$ cat src/rtl/serial_subtractor.sv
// Bit-serial subtractor: x - y - bin, one bit per clock, LSB first, start/busy/done handshake.
// Optional signed-overflow output enabled by defining SERIAL_SUB_OVF_EN.
module serial_subtractor #(
  parameter int unsigned WIDTH = 8
) (
  input  logic             clk,
  input  logic             reset_n,
  input  logic             start,
  input  logic [WIDTH-1:0] x,
  input  logic [WIDTH-1:0] y,
  input  logic             bin,
  output logic             busy,
  output logic             done,
  output logic [WIDTH-1:0] diff,
  output logic             bout
`ifdef SERIAL_SUB_OVF_EN
  ,
  output logic             ovf
`endif
);

  localparam int unsigned CW = (WIDTH > 1) ? $clog2(WIDTH) : 1;

  typedef enum logic [1:0] {
    S_IDLE  = 2'd0,
    S_SHIFT = 2'd1,
    S_DONE  = 2'd2
  } state_t;

  state_t           state, state_nxt;
  logic [WIDTH-1:0] a_q, b_q, r_q;
  logic             br_q;
  logic [CW-1:0]    cnt_q;
  logic             d_c, br_nxt_c, last_c;
  logic             busy_nxt, done_nxt;

`ifdef SERIAL_SUB_OVF_EN
  logic             xm_q, ym_q;
`endif

  // Full-subtractor cell on the current LSBs
  always_comb begin
    d_c      = a_q[0] ^ b_q[0] ^ br_q;
    br_nxt_c = (~a_q[0] & b_q[0]) | (~(a_q[0] ^ b_q[0]) & br_q);
    last_c   = (cnt_q == CW'(WIDTH - 1));
  end

  // State register
  always_ff @(posedge clk or negedge reset_n) begin
    if (!reset_n) state <= S_IDLE;
    else          state <= state_nxt;
  end

  // Next-state logic
  always_comb begin
    state_nxt = state;
    case (state)
      S_IDLE:  if (start) state_nxt = S_SHIFT;
      S_SHIFT: if (last_c) state_nxt = S_DONE;
      S_DONE:  state_nxt = S_IDLE;
      default: state_nxt = S_IDLE;
    endcase
  end

  // Output decode, registered below
  always_comb begin
    busy_nxt = (state_nxt != S_IDLE);
    done_nxt = (state == S_DONE);
  end

  always_ff @(posedge clk or negedge reset_n) begin
    if (!reset_n) begin
      busy <= 1'b0;
      done <= 1'b0;
      diff <= '0;
      bout <= 1'b0;
    end else begin
      busy <= busy_nxt;
      done <= done_nxt;
      if (state == S_DONE) begin
        diff <= r_q;
        bout <= br_q;
      end
    end
  end

  // Operand shift registers, result accumulator, borrow and bit counter
  always_ff @(posedge clk or negedge reset_n) begin
    if (!reset_n) begin
      a_q   <= '0;
      b_q   <= '0;
      r_q   <= '0;
      br_q  <= 1'b0;
      cnt_q <= '0;
    end else begin
      case (state)
        S_IDLE: begin
          if (start) begin
            a_q   <= x;
            b_q   <= y;
            br_q  <= bin;
            r_q   <= '0;
            cnt_q <= '0;
          end
        end
        S_SHIFT: begin
          a_q   <= a_q >> 1;
          b_q   <= b_q >> 1;
          r_q   <= {d_c, r_q[WIDTH-1:1]};
          br_q  <= br_nxt_c;
          cnt_q <= last_c ? cnt_q : cnt_q + CW'(1);
        end
        default: ;
      endcase
    end
  end

`ifdef SERIAL_SUB_OVF_EN
  // Operand sign bits are held so overflow can be judged against the final MSB
  always_ff @(posedge clk or negedge reset_n) begin
    if (!reset_n) begin
      xm_q <= 1'b0;
      ym_q <= 1'b0;
      ovf  <= 1'b0;
    end else begin
      if (state == S_IDLE && start) begin
        xm_q <= x[WIDTH-1];
        ym_q <= y[WIDTH-1];
      end
      if (state == S_DONE) ovf <= (xm_q ^ ym_q) & (xm_q ^ r_q[WIDTH-1]);
    end
  end
`endif

endmodule

$ cat config.mk
export PLATFORM = sky130hd
export DESIGN_NAME = serial_subtractor
export DESIGN_NICKNAME = d
export VERILOG_FILES = /design/src/rtl/serial_subtractor.sv
export SDC_FILE = /design/constraint.sdc
export NUM_CORES = 1
export LEC_CHECK = 0
export ABC_AREA = 1
export BUFFER_PORTS_ARGS = -buffer_cell sky130_fd_sc_hd__clkbuf_2
export CAP_MARGIN = 10
export CORE_UTILIZATION = 49
export DETAILED_ROUTE_END_ITERATION = 12
export MAX_ROUTING_LAYER = met4
export PLACE_DENSITY_LB_ADDON = 0.12
export RECOVER_POWER = 50
export SLEW_MARGIN = 20
export SYNTH_ARGS = -nofsm -noshare
export SYNTH_HDL_FRONTEND = slang
export SYNTH_SLANG_ARGS = --single-unit
$ cat constraint.sdc
create_clock -name clk -period 1.35 [get_ports clk]
set_clock_uncertainty 0.05 [all_clocks]
set_input_delay 0.27 -clock clk [delete_from_list [all_inputs] [get_ports clk]]
set_output_delay 0.27 -clock clk [all_outputs]
set_load 0.01 [all_outputs]
# ---- Word-level counts from Yosys, hierarchy flattened
# Cells that the tools add are included.
dict set report totals {
  register_bits 41
  latchBits 0
  ramBits 0
  mem_bits_ro 0
  in_bits 20
  out_inout_bits 11
  word_cells 42
  mem_count 0
}
dict set report op_classes {
  n_addsub 1
  n_mul 0
  n_div 0
  n_lt_le_gt_ge 0
  eq_ne 5
  n_shift 0
  muxes 14
  bitwise 7
  reduce_logical 5
}
# cell count
set op_table {}
lappend op_table {{$pmux 8 s2} 3}
lappend op_table {{$mux 8} 3}
lappend op_table {{$mux 3} 2}
lappend op_table {{$pmux 3 s2} 1}
lappend op_table {{$mux 2} 2}
lappend op_table {{$ne 2x2->1 const B} 2}
lappend op_table {{$pmux 2 s2} 1}
lappend op_table {{$reduce_bool 2->1} 2}
lappend op_table {{$add 3x1->3 const B} 1}
lappend op_table {{$eq 3x3->1 const B} 1}
lappend op_table {{$reduce_and 3->1} 1}
lappend op_table {{$and 1x1->1} 2}
lappend op_table {{$eq 2x1->1 const B} 1}
lappend op_table {{$eq 2x2->1 const B} 1}
lappend op_table {{$logic_not 2->1} 1}
lappend op_table {{$not 1->1} 2}
lappend op_table {{$pmux 1 s2} 1}
lappend op_table {{$reduce_and 2->1} 1}
lappend op_table {{$xor 1x1->1} 2}
lappend op_table {{$mux 1} 1}
lappend op_table {{$or 1x1->1} 1}

# ---- Longest topological paths before layout
dict set report depth {
  word_depth 5
  ltp_mapped 7
  ltp_nobuf 7
}

# ---- Worst setup path before layout
# Ideal clock, no wire load.
dict set report synth_path {
  kind {reg-to-reg}
  start {register cnt_q[0]}
  end {register cnt_q[0]}
  setup_ns 0.118
  t_arrival_ns 1.088
  slack_ns 0.094
  path_stages_with_launch 7
  path_buffers 0
  cell_sequence {dfrtp_1 > ha_1 > ha_1 > inv_1 > nand3_1 > nand3_1 > nand2_1}
}
dict set report synth_between {
  elab_chain_cells 3
  word_cells_on_any_way 6
  cone_classes {add/sub (1); eq/ne (2); mux (2); reduce/logical (1)}
}
# item line
set synth_rtl {}
lappend synth_rtl {{from (decl)} 33} ;# logic [CW-1:0] cnt_q;
lappend synth_rtl {{from (signal assigned)} 111} ;# cnt_q <= last_c ? cnt_q : cnt_q + CW'(1);
lappend synth_rtl {{$add 3x1->3 / $eq 3x3->1 (equally long branches)} {111, 45}}
lappend synth_rtl {{$mux 3 / $ne 2x2->1 (equally long branches)} --}
lappend synth_rtl {{$pmux 3 s2 / $reduce_and 3->1 (equally long branches)} --}
# Several ways; a longest one is shown, not always the timed one. The select of a mux whose other input is x is not followed.
# A chain may end at the register's enable or synchronous reset.

# ---- Worst setup path after layout
dict set report layout_path {
  start {register cnt_q[0]}
  end {register cnt_q[1]}
}
# Same word-level chain as after synthesis.

==> metrics.yaml <==
fin_tns_setup_ns: 0
yosysWarnings: 0
worst_pin_slew_ns: 0.5425
reg2reg_to: "cnt_q[1]"
hold_depth: 3
drive_above_1_share_pct: 20.46
grt_usage_pct: 21.13
wire_per_inst_um: 11.09
dieArea_um2: 3934
yosys.area.top_type: "dfrtp_1"
grt_max_degree: 42
p_leak_nw: 1.203
yosysSeqAreaShare_pct: 56.79
rsz0062_at_grt: "no"
r2r_slack_ns: 0.11
syn_area_um2: 1807
antenna_found_initial: 0
hold_path.class: "input pin to flip-flop"
hold_viol: 0
synthXorXnorAreaFrac_pct: 0
nNetsFinal: 281
drt_pass1_iterations: 4
post_dp_cell_area_um2: 2067
synth-compound-area-share_pct: 5.609
maxCapViolCount: 0
synthFlopType: "dfrtp_1"
hold_end: "a_q[7]"
synthMuxAreaShare_pct: 0
n_antenna_cell: 0
clk_pin_slew_ns: 0.08
period_needed_ns: 1.242
die_x_um: 62.72
cts_buffer_depth: 2
syn_avg_cell_area_um2: 8.288
yosys-top-cells-count: "nand2_1 (102), dfrtp_1 (41), nand3_1 (21)"
tritoncts: "yes"
critPathCaptureType: "flip-flop"
vias_per_cell: 4.797
status: "finished, final reports clean"
worstHoldStart: "x[7]"
clock_sinks: 41
synth_top_family_by_area: "simple AND/OR/NAND/NOR gates"
drt_wl_total_mm: 3.383
synth-simple-area-share_pct: 28.60
max_freq_mhz: 805.1
crit_required_ns: 1.48
r2r.worst_path.cells: 6
synth.distinct_cells: 14
core-area_um2: 3442
vias: 1463
postCtsSetupBuffers: 0
yosysMostFrequentCell: "nand2_1"
crit_type: "flip-flop to flip-flop"
insertion_delay_ns: 0.29
first_global_vias: 1408
ys_seq_elements: 41
finalCritPeriodShare_pct: 92.01
crit_fanout: 4
ant_nets: 0
crit-reg2reg-launch: "cnt_q[0]"
grt_pass1_wl_mm: 6.258
drcViolationCount: 0
design_area_um2: 2156
synth_edf_count: 0
drt_iter0_drc: 126
grt_overflow: 0
io_pins: 31
power.density_nw_per_um2: 2197
irDropWorstVdd_uv: 974.5
start_kind: "flip-flop"
cts_buffers: 5
drv_slew: 0
max_slew_margin_pct: 63.83
port_buffers: 30
die_height_um: 62.72
syn_nets: 241
start_util_pct: 52.49
setup_viol: 0
h-tree-depth: 2
place_hpwl_mm: 2.318
synth_cells: 218
async_flop_share_pct: 100.0
gp_congestion: 0.7098
synth_top_area_share_pct: 56.79
arrival_ns: 1.38
synth_fa_ha_area_share_pct: 2.493
num_rows: 21
area_delta_synth_final_pct: 19.32
synth.top_cells.by_area: "dfrtp_1 (57%), nand2_1 (21%), nand3_1 (5.8%)"
cts_root_buffer: "clkbuf_8"
-- metal layers --
metal,up-vias,GRT usage [%],wire length [µm]
li1,756,-,-
met1,671,27.34,1619
met2,31,32.47,1549
met3,5,6.022,171
met4,0,6.105,42
met5,-,-,0
-- layout make-up --
class                           instances  area, µm²
Clock buffer                            5      68.82
Multi-Input combinational cell        149      668.1
Tap cell                               46      57.56
Inverter                               18      67.56
Sequential cell                        41       1026
Timing Repair Buffer                   43      246.5
Clock inverter                          3      21.27
Fill cell                             329       1286
-- power by group --
part	switching (W)	internal [W]	total, W
clock network	0.000431	0.000366	0.000797
logic	0.00114	0.000773	0.00191
registers	0.000278	0.00175	0.00203
total	0.00184	0.00289	0.00474
-- worst max path at each step --
| stage | to | from | slack, ns |
|---|---|---|---|
| finish | cnt_q[1] | cnt_q[0] | 0.11 |
| global route | diff[2] | state[0] | 0.02 |
| CTS | cnt_q[1] | cnt_q[0] | 0.04 |
| detailed placement | cnt_q[1] | cnt_q[0] | 0.05 |
| global placement | cnt_q[0] | cnt_q[0] | 0.09 |
| floorplan | cnt_q[0] | cnt_q[0] | 0.09 |
-- critical path, cell delays in order, from the launching register on --
cell,delay (ns)
dfrtp_1,0.40
ha_1,0.20
ha_1,0.18
inv_2,0.06
nand3_2,0.09
nand3_1,0.09
nand2_1,0.06
-- cells by family (layout without fill, tap and decap cells) --
family                   count (synthesis)  count (layout)
AO/OA/AOI/OAI                           18              18
adder cells (fa/ha/maj)                  3               3
buffers and inverters                   28              69
flip-flops                              41              41
AND/OR/NAND/NOR                        128             128
-- metrics by stage --
| step | utilization (%) | hold WS, ns | power [W] | setup WS, ns | std cells |
|---|---|---|---|---|---|
| final | 62.63 | 0.1521 | 0.004737 | 0.1079 | 305 |
| after floorplan | - | -0.07559 | 0.003330 | 0.09374 | 218 |
| after detailed placement | 60.05 | 0.2125 | 0.003973 | 0.05252 | 296 |
| after CTS | 62.96 | 0.1472 | 0.004784 | 0.03936 | 305 |
| after global routing | 62.63 | 0.1522 | 0.005241 | 0.01536 | 305 |
| after global placement | 60.05 | 0.2152 | 0.003924 | 0.09402 | 296 |
-- placed cells by master (no fill, tap or decap), drive strengths merged --
master / synthesis / final
nand2: 103 / 103
dfrtp: 41 / 41
clkbuf: 0 / 36
nand3: 21 / 21
inv: 18 / 19
o21ai: 18 / 18
buf: 10 / 11
nand4: 3 / 3
ha: 2 / 2
nor2: 1 / 1
fa: 1 / 1
clkinv: 0 / 1
clkinvlp: 0 / 1
dlygate4sd3: 0 / 1
-- repair_timing --
item / 4_1_cts / 5_1_grt
endpoints found under the hold margin: 41 / 0
setup endpoints to repair: 0 / 13
resized for setup: 0 / 3
hold buffers: 1 / 0
-- registers in the layout, summed over array words and instances (netlist names) --
signal  cells
a_q         8
r_q         8
bout        1
br_q        1
diff        8
done        1
state       2
b_q         8
busy        1
cnt_q       3
Note: power is estimated with default switching activity, not from simulation.
